## config.mk

```make
export PLATFORM = sky130hd
export DESIGN_NAME = booth_mul_arbiter
export DESIGN_NICKNAME = d
export VERILOG_FILES = /design/src/rtl/booth_mul_arbiter.sv
export SDC_FILE = /design/constraint.sdc
export NUM_CORES = 1
export LEC_CHECK = 0
export ABC_AREA = 1
export CORE_MARGIN = 4
export CORE_UTILIZATION = 37
export DETAILED_ROUTE_END_ITERATION = 8
export PLACE_DENSITY = 0.75
export SYNTH_ARGS = -nofsm -noshare
export SYNTH_HDL_FRONTEND = slang
export SYNTH_SLANG_ARGS = --single-unit
```

## constraint.sdc

```tcl
create_clock -name i_clk -period 6.2 [get_ports i_clk]
set_input_delay 1.24 -clock i_clk [delete_from_list [all_inputs] [get_ports i_clk]]
set_output_delay 1.24 -clock i_clk [all_outputs]
set_load 0.01 [all_outputs]
```

## src/rtl/booth_mul_arbiter.sv

```systemverilog
// booth_mul_arbiter
//   Round-robin front end that shares a single radix-4 booth_mul between N_REQ
//   requesters. One request is captured at a time. Its operands are held on the
//   multiplier for MUL_LAT cycles, and the signed product is then returned to the
//   requester that issued it as a one-cycle response pulse.
//
//   Optional feature: define BOOTH_ARB_STATS_EN to add o_grant_cnt. This port
//   carries one 16-bit saturating grant counter per requester.
module booth_mul_arbiter #(
  parameter int WORD_LEN = 8,
  parameter int N_REQ    = 4,
  parameter int MUL_LAT  = 2
) (
  input  logic                      i_clk,
  input  logic                      i_arst_n,
  input  logic [N_REQ-1:0]          i_req_valid,
  output logic [N_REQ-1:0]          o_req_ready,
  input  logic [N_REQ*WORD_LEN-1:0] i_req_multiplier,
  input  logic [N_REQ*WORD_LEN-1:0] i_req_multiplicand,
  output logic [N_REQ-1:0]          o_rsp_valid,
  output logic [2*WORD_LEN-1:0]     o_rsp_result,
  output logic [WORD_LEN-1:0]       o_mul_multiplier,
  output logic [WORD_LEN-1:0]       o_mul_multiplicand,
  input  logic [2*WORD_LEN-1:0]     i_mul_result,
  output logic                      o_busy
`ifdef BOOTH_ARB_STATS_EN
  ,
  output logic [N_REQ*16-1:0]       o_grant_cnt
`endif
);

  localparam int ID_W  = (N_REQ > 1) ? $clog2(N_REQ) : 1;
  localparam int CNT_W = (MUL_LAT > 1) ? $clog2(MUL_LAT) : 1;
  localparam logic [CNT_W-1:0] CNT_LAST = CNT_W'(MUL_LAT - 1);
  localparam logic [N_REQ-1:0] ONE_HOT0 = N_REQ'(1);

  typedef enum logic [1:0] {
    IDLE  = 2'd0,
    ISSUE = 2'd1,
    RESP  = 2'd2
  } state_t;

  state_t              state;
  state_t              state_next;
  logic [ID_W-1:0]     rr_ptr;
  logic [ID_W-1:0]     rsp_id;
  logic [ID_W-1:0]     winner;
  logic [ID_W:0]       idx;
  logic                any_valid;
  logic                grant_en;
  logic [CNT_W-1:0]    cnt;
  logic [WORD_LEN-1:0] multiplier_q;
  logic [WORD_LEN-1:0] multiplicand_q;
  logic [2*WORD_LEN-1:0] result_q;

  // Advance a requester index by one, wrapping at N_REQ (N_REQ need not be a power of two)
  function automatic logic [ID_W-1:0] wrap_inc(input logic [ID_W-1:0] v);
    if (v == ID_W'(N_REQ - 1)) begin
      return '0;
    end
    return v + ID_W'(1);
  endfunction

  // Round-robin search: the first valid requester at or after rr_ptr wins
  always_comb begin
    any_valid = 1'b0;
    winner    = '0;
    idx       = '0;
    for (int i = 0; i < N_REQ; i++) begin
      idx = {1'b0, rr_ptr} + (ID_W+1)'(i);
      if (idx >= (ID_W+1)'(N_REQ)) begin
        idx = idx - (ID_W+1)'(N_REQ);
      end
      if (!any_valid && i_req_valid[idx[ID_W-1:0]]) begin
        any_valid = 1'b1;
        winner    = idx[ID_W-1:0];
      end
    end
  end

  // State register
  always_ff @(posedge i_clk or negedge i_arst_n) begin
    if (!i_arst_n) begin
      state <= IDLE;
    end else begin
      state <= state_next;
    end
  end

  // Next-state and handshake outputs; a grant is only possible in IDLE or in the RESP cycle
  always_comb begin
    state_next  = state;
    grant_en    = 1'b0;
    o_req_ready = '0;
    o_rsp_valid = '0;
    o_busy      = 1'b0;
    case (state)
      IDLE: begin
        if (any_valid) begin
          grant_en   = 1'b1;
          state_next = ISSUE;
        end
      end
      ISSUE: begin
        o_busy = 1'b1;
        if (cnt == CNT_LAST) begin
          state_next = RESP;
        end
      end
      RESP: begin
        o_busy      = 1'b1;
        o_rsp_valid = ONE_HOT0 << rsp_id;
        if (any_valid) begin
          grant_en   = 1'b1;
          state_next = ISSUE;
        end else begin
          state_next = IDLE;
        end
      end
      default: begin
        state_next = IDLE;
      end
    endcase
    if (grant_en && i_arst_n) begin
      o_req_ready = ONE_HOT0 << winner;
    end
  end

  // Operand capture, round-robin pointer, latency counter and result register
  always_ff @(posedge i_clk or negedge i_arst_n) begin
    if (!i_arst_n) begin
      rr_ptr         <= '0;
      rsp_id         <= '0;
      cnt            <= '0;
      multiplier_q   <= '0;
      multiplicand_q <= '0;
      result_q       <= '0;
    end else begin
      if (grant_en) begin
        multiplier_q   <= i_req_multiplier[int'(winner)*WORD_LEN +: WORD_LEN];
        multiplicand_q <= i_req_multiplicand[int'(winner)*WORD_LEN +: WORD_LEN];
        rsp_id         <= winner;
        rr_ptr         <= wrap_inc(winner);
      end
      if (state == ISSUE) begin
        if (cnt == CNT_LAST) begin
          cnt      <= '0;
          result_q <= i_mul_result;
        end else begin
          cnt <= cnt + CNT_W'(1);
        end
      end else begin
        cnt <= '0;
      end
    end
  end

  assign o_mul_multiplier   = multiplier_q;
  assign o_mul_multiplicand = multiplicand_q;
  assign o_rsp_result       = result_q;

`ifdef BOOTH_ARB_STATS_EN
  logic [15:0] grant_cnt [N_REQ];

  for (genvar k = 0; k < N_REQ; k++) begin : g_stats
    // Count transfers granted to requester k, saturating at all-ones
    always_ff @(posedge i_clk or negedge i_arst_n) begin
      if (!i_arst_n) begin
        grant_cnt[k] <= '0;
      end else if (grant_en && (winner == ID_W'(k)) && (grant_cnt[k] != 16'hFFFF)) begin
        grant_cnt[k] <= grant_cnt[k] + 16'd1;
      end
    end
    assign o_grant_cnt[k*16 +: 16] = grant_cnt[k];
  end
`endif

endmodule
```

# Word level (Yosys, flattened, before mapping)

Cells that the tools add are included.

Add/sub/neg operators: 9
Magnitude comparators: 8
Equal/unequal tests: 5
Shift-type cells: 4
Muxes and demuxes: 35
Reduce and logical (&&, ||, !) cells: 12

Operators with widths:

| cell                                                              | count |
|---|---|
| indexed part select 32 x 6 -> 8 bit                               | 2 |
| 2-to-1 mux 2 bit                                                  | 12 |
| 2-to-1 mux 1 bit                                                  | 16 |
| less-than comparator 2 x 3 -> 1 bit, second input constant        | 4 |
| greater-or-equal comparator 3 bit, second input constant          | 3 |
| binary-select mux 1 bit (select 2 bit)                            | 4 |
| 2-to-1 mux 4 bit                                                  | 2 |
| << shifter 1 x 2 -> 4 bit, first input constant                   | 2 |
| subtractor 2 x 1 -> 2 bit, second input constant                  | 4 |
| adder 2 x 2 -> 3 bit, second input constant                       | 2 |
| one-hot mux 2 bit (3 select lines)                                | 1 |
| == test 2 bit, second input constant                              | 2 |
| logical AND 1 bit                                                 | 4 |
| != test 2 bit, second input constant                              | 2 |
| AND reduction 2 bit                                               | 2 |
| OR reduction 2 bit                                                | 2 |
| adder 2 x 1 -> 3 bit, second input constant                       | 1 |
| greater-or-equal comparator 2 x 3 -> 1 bit, second input constant | 1 |
| logical NOT 1 bit                                                 | 3 |
| adder 2 x 1 -> 2 bit, second input constant                       | 1 |
| == test 2 x 1 -> 1 bit, second input constant                     | 1 |
| logical NOT 2 bit                                                 | 1 |
| adder 1 bit, second input constant                                | 1 |

Register bits: 39
Bits of input ports: 86
Output and inout bits: 41
Word-level logic and storage cells: 80

# Logic depth before layout (Yosys ltp)

Depth after elaboration: 18
Gate-level depth with buffers: 14

# Worst setup path after synthesis

Ideal clock, no wire load.

Path type: in2out
Start: input i_req_valid[3]
End: output o_req_ready[1]
Data arrival time: 2416 ps
Data required time: 4960 ps
Slack: 2544 ps
Stages on the path: 10
Path buffers: 1
Cell sequence: inv_1 -> nand2_1 -> nand3_1 -> nand2_2 -> nor2_4 -> nand3_1 -> nand2_2 -> nand2_4 -> buf_6 -> nor3_1

Longest elaborated chain between the ends: 16
Elaborated cells between the ends (all ways): 27

Ends and longest elaborated chain:

| element                                | line    | text |
|---|---|---|
| start, declared                        | 16      | `input logic [N_REQ-1:0] i_req_valid,` |
| binary-select mux 1 bit (select 2 bit) | 74      | `if (!any_valid && i_req_valid[idx[ID_W-1:0]]) begin` |
| 2-to-1 mux 1 bit (implied by the code) | 74      |  |
| 2-to-1 mux 1 bit                       | 74      |  |
| logical NOT 1 bit                      | 74      |  |
| logical AND 1 bit                      | 74      |  |
| 2-to-1 mux 1 bit                       | 74      |  |
| logical NOT 1 bit                      | 74      |  |
| logical AND 1 bit                      | 74      |  |
| 2-to-1 mux 1 bit                       | 74      |  |
| logical NOT 1 bit                      | 74      |  |
| logical AND 1 bit                      | 74      |  |
| 2-to-1 mux 1 bit                       | 74      |  |
| 2-to-1 mux 1 bit                       | 99, 113 |  |
| 2-to-1 mux 1 bit                       | n/a     |  |
| logical AND 1 bit                      | 124     | `if (grant_en && i_arst_n) begin` |
| 2-to-1 mux 4 bit (*)                   | 124     |  |
| end, declared                          | 17      | `output logic [N_REQ-1:0] o_req_ready,` |

Every way passes the cells marked *; elsewhere a longest branch is shown, timed or not. The select of a mux whose other input is x is not followed.

# Worst setup path after layout

Start: input i_req_valid[1]
End: output o_req_ready[2]

Same word-level chain as after synthesis.

==> metrics.csv <==
metric;value;unit
CTS HTree Levels;2;
non-filler cells, final;530;
Num Clock Sinks;39;
Final Hold Viols;0;
setup bufs post-CTS;0;
area delta synth->final;54.3;%
drt drc;0;
vias per cell;4.93;
Tightest Pin Transition;0.669;ns
Worst-path clk slew;0.07;ns
hold buffer count at CTS;0;
Worst Path Class, Setup;input port to output pin;
TritonCTS clock tree;yes;
Final min period;5.35;ns
Worst Path Required;4.96;ns
first-pass GRT wire length;11.8;mm
routability cong.;0.835;
Routed WL;7.17;mm
fill count;569;
largest net degree at the start of global routing;41;
Max FO, Critical Path;36;
IO Count;127;
Die Wd;91.0;um
Pwr Density;553;nW/um^2
Seq cells post-synth;39;
cell area after synthesis;2550;sq um
Synth Area per Inst;7.65;sq um
initial drt markers;214;
WL per Instance;13.5;um
Max Slew Vio Count;0;
post_cts resized;0;
final worst path period share;0.863;
Clock Skews;0.00229;ns
unique cell type count in the Yosys netlist;25;
post-route ant nets;0;
Crit path arrival time;4.11;ns
endpoint class of the critical path;output pin;
nets;544;
Syn Nets;425;
Placed Cells;522;
DR pass1 iterations;4;
Chip Height;91.0;um
Synth Flop Type;dfrtp_1;
Vias;2615;
fraction of registers with async set/reset;1.00;
Reg area;976;sq um
DP HPWL;5.47;mm
number of flops mapped to enable cells by yosys;0;
std cell rows;29;
max cap viols;0;
final setup vio count;0;
Synth top cells by count;nand2_1 (105), nand3_1 (70), dfrtp_1 (39);
fmax;0.187;GHz
Yosys top cell area share;0.383;
Final WS setup;0.849;ns
GRT Total Usage;0.171;
share of post-route cells with drive strength above 1;0.0861;
number of antenna violations at the first check in global routing;0;
Hold WC Path Type;register to register;
core area;6530;sq um
antenna cells;0;
status;finished clean;
port bufs;126;
CP cell instances;clkdlybuf4s50_1 > inv_1 > nand2_1 > nand3_1 > nand2_2 > nor2_4 > nand3_1 > nand2_2 > nand2_4 > ha_1 > inv_1 > nor2_1 > clkdlybuf4s50_1;
worst hold slack;0.449;ns
Yosys top cell by area;dfrtp_1;
post-synthesis sequential area ratio;0.383;
largest stage delay on the critical path;0.49;ns
Max stage delay cell, worst path;nand2_2;
clk_lat worst skew;0.28;ns
RSZ-0062 raised after global routing;false;
vias in the first global route;2548;
main area contributors after synthesis;dfrtp_1 (38%), nand2_1 (15%), nand3_1 (14%), mux2_2 (7.1%), nand3b_1 (5.0%);
CTS buffer count;5;
Post-Synthesis Cells;333;
GRT overflow;0;
Worst Setup Start Kind;input port;
leakage;1.85;nW
initial core utilization;0.390;
Fin Setup TNS;0;ns
area of the multi-input gates;1310;sq um
Clock Tree Root;clkbuf_8;
Place WS;0.887;ns
die area;8270;sq um
warnings from Yosys;0;
clock tree buffer depth;2;
most common cell in the netlist;nand2_1;
VDD IR max;0.303;mV
Slew Limit Headroom;0.553;
==> worst paths after layout <==
kind                           startpoint              to  slack [ns]  depth (start not counted)
setup / recovery           i_req_valid[1]  o_req_ready[2]        0.85                         13
hold / removal                        cnt             cnt        0.45                          1
setup reg to reg                rr_ptr[0]       rr_ptr[1]        3.36                         11
hold reg to reg                       cnt             cnt        0.45                          1
max in group asynchronous        i_arst_n       rsp_id[0]        4.85                          2
min in group asynchronous        i_arst_n        state[0]        1.00                          2
==> cell type report <==
cell class,count,share of cell area
clock inverter,2,0.0153
sequential,39,0.248
timing repair buffer,129,0.326
inverter,35,0.0335
multi-input combinational,242,0.334
clock buffer,6,0.0185
tap,77,0.0245
==> cell families after synthesis <==
logic type | after synthesis | share of synthesized area
buffers and inverters | 52 | 0.101
adder cells (fa/ha/maj) | 6 | 0.0295
AND/OR/NAND/NOR | 211 | 0.393
multiplexers | 16 | 0.0708
flip-flops | 39 | 0.383
AO/OA/AOI/OAI | 9 | 0.0221
==> layer usage <==
layer | track usage | wire (um) | vias to the layer above
met5 | 0 | 0 | -
met4 | 0.0477 | 112 | 0
met3 | 0.0455 | 633 | 11
met2 | 0.301 | 3560 | 117
met1 | 0.205 | 2860 | 1159
li1 | - | - | 1328
==> critical path: cells and delay by family <==
family                   cells  cell delay, ns
adder cells (fa/ha/maj)      1            0.33
AND/OR/NAND/NOR              8            1.49
buffers and inverters        4            1.04
==> through the flow <==
step / total power [mW] / cell area (sq um) / util
after detailed placement: 1.95 / 3790 / 0.581
after global routing: 2.38 / 3930 / 0.601
after CTS: 2.20 / 3930 / 0.601
after global placement: 1.90 / 3790 / 0.581
final: 2.17 / 3930 / 0.601
after floorplan: 1.52 / 2550 / -
==> cell usage in the layout (no fill, tap or decap) <==
cell	n
o32ai_1	1
buf_2	1
clkdlybuf4s50_1	125
bufinv_16	2
dfrtp_1	39
nand3b_1	17
o21ai_0	2
a21oi_1	1
nor2_1	4
inv_2	4
o21bai_1	2
nor3_1	7
nand2_2	3
clkbuf_8	5
nand3_1	70
inv_1	31
ha_1	6
o21ai_1	2
nand2_1	105
clkbuf_1	1
nand2_4	1
buf_4	3
nor2_2	1
mux2_2	16
o21a_1	1
nor2_8	1
nor2_4	2
==> power breakdown <==
part	internal (mW)	leakage, nW	switching [mW]
clock network	0.161	0.0654	0.0850
registers	0.394	0.470	0.0809
logic	0.611	1.31	0.841
total	1.17	1.85	1.01
==> state kept, by name, summed over array words and instances, names as in the netlist <==
register and flops:
o_mul_multiplier 8, cnt 1, rsp_id 2, o_mul_multiplicand 8
o_rsp_result 16, state 2, rr_ptr 2
Note: power is estimated with default switching activity, not from simulation.
